File: config.mk
export PLATFORM = sky130hd
export DESIGN_NAME = bowling_game_ctrl
export DESIGN_NICKNAME = d
export VERILOG_FILES = /design/src/rtl/bowling_game_ctrl.sv
export SDC_FILE = /design/constraint.sdc
export NUM_CORES = 1
export LEC_CHECK = 0
export ABC_AREA = 1
export CAP_MARGIN = 20
export CELL_PAD_IN_SITES_DETAIL_PLACEMENT = 1
export CELL_PAD_IN_SITES_GLOBAL_PLACEMENT = 2
export CORE_ASPECT_RATIO = 1.4
export CORE_MARGIN = 2
export CORE_UTILIZATION = 33
export DETAILED_ROUTE_END_ITERATION = 6
export GPL_TIMING_DRIVEN = 1
export PLACE_DENSITY = 0.93
export SLEW_MARGIN = 20
export SYNTH_ARGS = -nofsm -noshare
export SYNTH_HDL_FRONTEND = slang
export SYNTH_SLANG_ARGS = --single-unit
File: constraint.sdc
create_clock -name clock -period 6.4 [get_ports clock]
set_clock_uncertainty 0.2 [all_clocks]
set_input_delay 1.28 -clock clock [delete_from_list [all_inputs] [get_ports clock]]
set_output_delay 1.28 -clock clock [all_outputs]
set_load 0.01 [all_outputs]
File: src/rtl/bowling_game_ctrl.sv
// Bowling game sequencer: accepts pinsetter balls, checks them against frame
// rules, strobes the per-player scorers and runs the end-of-game scoring pass.
module bowling_game_ctrl #(
  parameter int MAX_PLAYERS  = 4,
  parameter int PW           = 2,
  parameter int SCORE_CYCLES = 10
) (
  input  logic          clock,
  input  logic          reset,
  input  logic          start,
  input  logic [PW:0]   num_players,
  input  logic          ball_valid,
  input  logic [3:0]    ball_pins,
  output logic          ball_ready,
  output logic          roll,
  output logic [3:0]    pin_count,
  output logic [PW-1:0] player_sel,
  output logic          score_clear,
  output logic          calculate_score,
  output logic [3:0]    frame,
  output logic [1:0]    ball_num,
  output logic          error,
  output logic          game_over
);

  localparam logic [2:0] S_IDLE  = 3'd0;
  localparam logic [2:0] S_CLEAR = 3'd1;
  localparam logic [2:0] S_WAIT  = 3'd2;
  localparam logic [2:0] S_ROLL  = 3'd3;
  localparam logic [2:0] S_SCORE = 3'd4;
  localparam logic [2:0] S_DONE  = 3'd5;

  localparam int            CW      = $clog2(SCORE_CYCLES + 1);
  localparam logic [CW-1:0] SC_LAST = CW'(SCORE_CYCLES - 1);
  localparam logic [PW:0]   MAXP    = (PW+1)'(MAX_PLAYERS);

  logic [2:0]    state;
  logic [PW-1:0] last_p;
  logic [3:0]    pin_q;
  logic [3:0]    ball1;
  logic [3:0]    ball2;
  logic [CW-1:0] score_cnt;
  logic          err_q;

  logic [PW:0]   np_clamp;
  logic [4:0]    sum12;
  logic [4:0]    sum1q;
  logic [3:0]    standing;
  logic          legal;
  logic          frame_end;

  assign ball_ready      = (state == S_WAIT);
  assign roll            = (state == S_ROLL);
  assign pin_count       = roll ? pin_q : 4'd0;
  assign score_clear     = (state == S_CLEAR);
  assign calculate_score = (state == S_SCORE);
  assign game_over       = (state == S_DONE);
  assign error           = err_q;

  // 0 players means a solo game; anything beyond the scorer bank is clamped
  always_comb begin
    np_clamp = num_players;
    if (num_players == '0)       np_clamp = (PW+1)'(1);
    else if (num_players > MAXP) np_clamp = MAXP;
  end

  assign sum12 = {1'b0, ball1} + {1'b0, ball2};
  assign sum1q = {1'b0, ball1} + {1'b0, pin_q};

  // Pins still up before this ball; frame 10 re-racks after a strike or spare
  always_comb begin
    standing = 4'd10;
    if (ball_num == 2'd2) begin
      if (!(frame == 4'd10 && ball1 == 4'd10)) standing = 4'd10 - ball1;
    end else if (ball_num == 2'd3) begin
      if (!(sum12 == 5'd10 || ball2 == 4'd10)) standing = 4'd10 - ball2;
    end
    legal = (ball_pins <= 4'd10) && (ball_pins <= standing);
  end

  always_comb begin
    frame_end = 1'b0;
    if (frame != 4'd10)
      frame_end = (ball_num == 2'd1 && pin_q == 4'd10) || (ball_num == 2'd2);
    else if (ball_num == 2'd2)
      frame_end = !(ball1 == 4'd10 || sum1q == 5'd10);
    else
      frame_end = (ball_num == 2'd3);
  end

  always_ff @(posedge clock) begin
    if (reset) begin
      state      <= S_IDLE;
      last_p     <= '0;
      pin_q      <= 4'd0;
      ball1      <= 4'd0;
      ball2      <= 4'd0;
      score_cnt  <= '0;
      err_q      <= 1'b0;
      frame      <= 4'd0;
      ball_num   <= 2'd0;
      player_sel <= '0;
    end else begin
      err_q <= 1'b0;
      if (start) begin
        state      <= S_CLEAR;
        last_p     <= PW'(np_clamp - (PW+1)'(1));
        frame      <= 4'd1;
        ball_num   <= 2'd1;
        player_sel <= '0;
        score_cnt  <= '0;
        ball1      <= 4'd0;
        ball2      <= 4'd0;
      end else begin
        case (state)
          S_CLEAR: state <= S_WAIT;
          S_WAIT: begin
            if (ball_valid) begin
              if (legal) begin
                pin_q <= ball_pins;
                state <= S_ROLL;
              end else begin
                err_q <= 1'b1;
              end
            end
          end
          S_ROLL: begin
            state <= S_WAIT;
            if (!frame_end) begin
              ball_num <= ball_num + 2'd1;
              if (ball_num == 2'd1) ball1 <= pin_q;
              else                  ball2 <= pin_q;
            end else if (player_sel != last_p) begin
              player_sel <= player_sel + PW'(1);
              ball_num   <= 2'd1;
            end else if (frame == 4'd10) begin
              // final frame/ball stay visible through scoring
              state      <= S_SCORE;
              player_sel <= '0;
              score_cnt  <= '0;
            end else begin
              player_sel <= '0;
              frame      <= frame + 4'd1;
              ball_num   <= 2'd1;
            end
          end
          S_SCORE: begin
            if (score_cnt == SC_LAST) begin
              score_cnt <= '0;
              if (player_sel == last_p) state <= S_DONE;
              else                      player_sel <= player_sel + PW'(1);
            end else begin
              score_cnt <= score_cnt + CW'(1);
            end
          end
          S_DONE: state <= S_DONE;
          default: state <= S_IDLE;
        endcase
      end
    end
  end

endmodule

Yosys cells after proc, flatten, opt, wreduce, memory -nomap -nowiden
Index checks and enable logic that the tools add are counted.
{"block": "word_totals", "reg_bits": 30, "latchBits": 0, "ram_bits": 0, "romBits": 0, "out_inout_bits": 18, "elab_cells": 129, "n_memories": 0}
{"block": "op_classes", "add_sub_neg": 9, "n_mul": 0, "div_mod_pow": 0, "n_lt_le_gt_ge": 3, "eq_ne": 34, "shift": 0, "muxes": 39, "bitwise": 7, "n_reduce_logical": 24}
{"op": "$mux 4", "count": 9}
{"op": "$reduce_and 4->1", "count": 7}
{"op": "$mux 3", "count": 7}
{"op": "$eq 4x4->1 const B", "count": 5}
{"op": "$mux 2", "count": 9}
{"op": "$pmux 3 s5", "count": 1}
{"op": "$ne 3x2->1 const B", "count": 4}
{"op": "$mux 1", "count": 11}
{"op": "$add 4x4->5", "count": 2}
{"op": "$eq 5x4->1 const B", "count": 2}
{"op": "$ne 2x1->1 const B", "count": 5}
{"op": "$ne 2x2->1 const B", "count": 5}
{"op": "$add 4x1->4 const B", "count": 2}
{"op": "$pmux 4 s2", "count": 1}
{"op": "$sub 4x4->4 const A", "count": 2}
{"op": "$not 1->1", "count": 7}
{"op": "$eq 3x2->1 const B", "count": 2}
{"op": "$eq 3x3->1 const B", "count": 2}
{"op": "$reduce_and 3->1", "count": 2}
{"op": "$reduce_bool 2->1", "count": 3}
{"op": "$add 2x1->2 const B", "count": 2}
{"op": "$eq 2x2->1 const B", "count": 2}
{"op": "$le 4x4->1", "count": 1}
{"op": "$le 4x4->1 const B", "count": 1}
{"op": "17 further kinds", "count": 22}

Logic depth before layout (Yosys ltp)
{"block": "logic_depth", "depth_word": 12, "mapped_depth": 17, "depth_no_buf": 17}

Worst setup path after synthesis
No wires, ideal clock.
{"block": "synth_path", "path_type": "flip-flop to flip-flop", "start": "register ball1[1]", "end": "register pin_q[0]", "arrival_ns": 2.492, "required_time_ns": 6.078, "setup_slack_ns": 3.587, "stages_incl_launch_ff": 16, "path_buffers": 0, "synth_period_minus_slack_ns": 2.813, "path_cell_list": "dfxtp_1 inv_1 fa_1 xor2_1 nand4_1 nand2_1 o32ai_1 ha_1 a21oi_1 o21ai_0 o21ai_0 nand2_1 inv_1 nand2_1 o21ai_0 a21oi_1"}
{"block": "synth_between", "elab_chain_cells": 9}
{"item": "from (decl)", "line": "40", "rtl": "logic [3:0] ball1;"}
{"item": "from (signal assigned)", "line": "131", "rtl": "if (ball_num == 2'd1) ball1 <= pin_q;"}
{"item": "$add 4x4->5", "line": "67", "rtl": "assign sum12 = {1'b0, ball1} + {1'b0, ball2};"}
{"item": "$eq 5x4->1", "line": "76", "rtl": "if (!(sum12 == 5'd10 || ball2 == 4'd10)) standing = 4'd10 - ball2;"}
{"item": "$logic_or 1x1->1", "line": "76"}
{"item": "$mux 4", "line": "76"}
{"item": "$mux 4", "line": "75", "rtl": "end else if (ball_num == 2'd3) begin"}
{"item": "$mux 4 (*)", "line": "73", "rtl": "if (ball_num == 2'd2) begin"}
{"item": "$le 4x4->1 (*)", "line": "78", "rtl": "legal = (ball_pins <= 4'd10) && (ball_pins <= standing);"}
{"item": "$logic_and 1x1->1 (*)", "line": "78"}
{"item": "$reduce_and 4->1 (no source line) (*)"}
{"item": "to (signal assigned)", "line": "120", "rtl": "pin_q <= ball_pins;"}
{"item": "to (decl)", "line": "39", "rtl": "logic [3:0] pin_q;"}
Mark *: on every way between the ends. The rest lies on a longest branch, timed or not.
A chain may end at the register's enable or synchronous reset.

Worst setup path in the final report
{"block": "layout_path", "start": "register ball1[1]", "end": "register pin_q[3]"}
Same word-level chain as after synthesis.

==> out/summary.txt <==
IO Port Bufs - 28
Largest net degree at the start of global routing - 12
Tmin final - 3.48 ns
Worst-Margin Slew - 0.726 ns
Root Buffer - clkbuf_8
Gr ovfl total - 0
Fillers - 805
Final Net Count - 368
Number of flops mapped to enable cells by yosys - 0
CTS Sinks - 30
Core Region - 6170 um2
Post-CTS Resized - 0
Hold Path Depth - 1
Yosys warning total - 0
GRT busiest layer - met2
Synthesized instance count - 299
Total of max-cap violations - 0
Average size of a mapped cell - 6.95 um2
Syn Nets - 335
CTS H-tree depth - 2
Post-Route WL - 5890 um
Power after layout - 0.000392 W
Cts bufs inserted - 5
Clock Latency Late Sink - 0.28 ns
Worst R2R Start - ball1[1]
Top FF cell, synth - dfxtp_1
Critical Setup Path Class - register to register
Met3 GRT Util - 3.20%
R2R Setup Slk - 2.92 ns
I/O pin total - 29
CP max stage cell - dfxtp_1
CTS tree - yes
GRT met1 Usage - 20.7%
Via count - 2,026
Hold Crit Start - frame[3]
First-pass GRT wire length - 10,300 um
Post-CTS setup buffers - 0
Final hold vios - 0
Final setup viols - 0
Rel. slew slack - 51.4%
Worst R2R Path Depth - 15
Setup TNS - 0 ns
Hold Path End - frame[3]
Layout area overhead - 21.8%
Crit-path max FO - 8
Critical-path cell list - inv_1, fa_1, xor2_1, nand4_1, nand2_1, o32ai_1, ha_1, a21oi_1, o21ai_0, o21ai_0, nand2_1, inv_1, nand2_1, o21ai_0, a21oi_1
Die Ht - 97.9 um
FF+latch count, synth - 30
Initial drt markers - 69
Starting density of the core - 33.7%
Final Max Slew Viols - 0
Period utilisation layout - 54.4%
Worst EP arrival - 3.45 ns
Via/cell ratio - 5.00
TritonRoute pass-1 iters - 4
Slowest stage delay, CP - 0.51 ns
Fmax - 0.287 GHz
Maximum clock path buffer count - 2
Antenna-violating nets left - 0
Number of remaining DRC errors - 0
Initial antenna violation count - 0
Placed instance area - 2440 um2
Crit start category - register
GP Congestion - 0.764
Status - finished, final reports clean
Req. time, crit path - 6.37 ns
Setup crit end kind - register
Non-Filler Cell Area, Final - 2530 um2
Die Area - 6960 um2
Ant diodes - 0
Final core utilization - 41.0%
Final cell count without fillers - 405
Worst vdd ir - 0.0928 mV
RSZ-0062 raised after global routing - no
Hold_buf cts - 0
Drt wl/cell - 14.5 um
Layout cell share with drive strength beyond 1 - 6.31%
Mapped cell area - 2080 um2
GRT Overall Usage - 18.4%
Cell variety after synth - 32
Power Density - 155 nW/um2
Cell row count - 34
Sequential share of the synthesized area - 28.9%
Placed instance count - 397
Tightest Hold Check Type - register to register
Vias in the first global route - 2,174
Chip width - 71.1 um
Post-synth ARST share - 0%
Met2 Use GR - 34.7%
CTS clk-pin slew, worst paths - 0.07 ns
Worst R2R End - pin_q[3]
Pleak - 1.10 nW
Dpl hpwl - 4690 um
## worst max-delay path, delay by kind of cell, from the launching register on
family,cells,cell delay [ns]
fa+ha+maj,2,0.79
xor+xnor,1,0.17
simple gates,4,0.49
compound gates,6,1.00
flops,1,0.51
buf+inv,2,0.23
## logic make-up (layout without fill, tap and decap cells)
logic type                 count (synthesis)  after routing  share of synthesized area [%]
AOI/OAI and AO/OA                         50             50                           13.3
DFF                                       30             30                           28.9
xor gates and xnor gates                   7              7                           2.95
and+or+nand+nor                          139            139                           30.3
buffers and inverters                     48             82                           8.73
adders and majority gates                 25             25                           15.8
## Yosys cell counts, types with 3 or more instances
library cell / number / area share, %
nand2_1: 60 / 11
inv_1: 44 / 7.9
nor2_1: 41 / 7.4
dfxtp_1: 30 / 29
a21oi_1: 25 / 6.0
ha_1: 23 / 14
nand3_1: 17 / 4.1
o21ai_0: 13 / 3.1
nand4_1: 6 / 1.8
nor3_1: 4 / 0.96
xnor2_1: 4 / 1.7
o21ai_1: 3 / 0.72
xor2_1: 3 / 1.3
## registers in the layout (all words and copies together), names as in the netlist
name / flops
player_sel: 2
ball1: 4
error: 1
frame: 4
ball2: 4
pin_q: 4
state: 3
score_cnt: 4
ball_num: 2
last_p: 2
## cells in the final DEF (no fill, tap or decap), types with 2 or more instances in the layout
master and instances:
a21oi_1 25, a31oi_1 2, clkbuf_8 6, clkdlybuf4s50_1 28, dfxtp_1 30, fa_1 2
ha_1 23, inv_1 44, inv_2 2, nand2_1 60, nand2_2 2, nand3_1 17
nand4_1 6, nor2_1 41, nor2_4 2, nor3_1 4, o21ai_0 13, o21ai_1 3
o22ai_1 2, o32ai_1 2, xnor2_1 4, xor2_1 3
## area by class of cell
class	count	area (um2)	share of cell area (%)
clock buffer	7	86.3	3.41
clock inverter	1	5.00	0.198
inverter	46	173	6.82
multi-input combinational	221	1300	51.2
sequential	30	601	23.7
tap	72	90.1	3.56
timing repair buffer	28	280	11.1
## worst max path at each step
stage / startpoint / to / slack, ns / depth (start not counted)
4_1_cts: ball1[1] / pin_q[3] / 2.93 / 15
2_1_floorplan: ball1[1] / pin_q[0] / 3.59 / 15
5_1_grt: ball1[1] / pin_q[3] / 2.58 / 15
3_3_place_gp: start / frame[1] / 3.03 / 4
3_5_place_dp: start / frame[1] / 2.93 / 4
6_report: ball1[1] / pin_q[3] / 2.92 / 15
## power by group
group	leakage, nW	switching (W)	total, W	internal (W)
clock	0.0482	0.0000740	0.000161	0.0000867
combinational	0.811	0.0000218	0.0000384	0.0000166
sequential	0.243	0.00000338	0.000193	0.000190
total	1.10	0.0000991	0.000392	0.000293
## layer usage
| layer | wire length [um] | vias up |
|---|---|---|
| li1 | - | 1036 |
| met5 | 0 | - |
| met4 | 52 | 0 |
| met3 | 122 | 4 |
| met1 | 2550 | 955 |
| met2 | 3170 | 31 |
## per-stage QoR
stage	setup WS (ns)	hold WS (ns)
3_3_place_gp	3.03	0.284
6_report	2.92	0.298
3_5_place_dp	2.93	0.290
2_1_floorplan	3.59	0.272
5_1_grt	2.58	0.322
4_1_cts	2.93	0.308
Power figures use the tool's default switching activity.
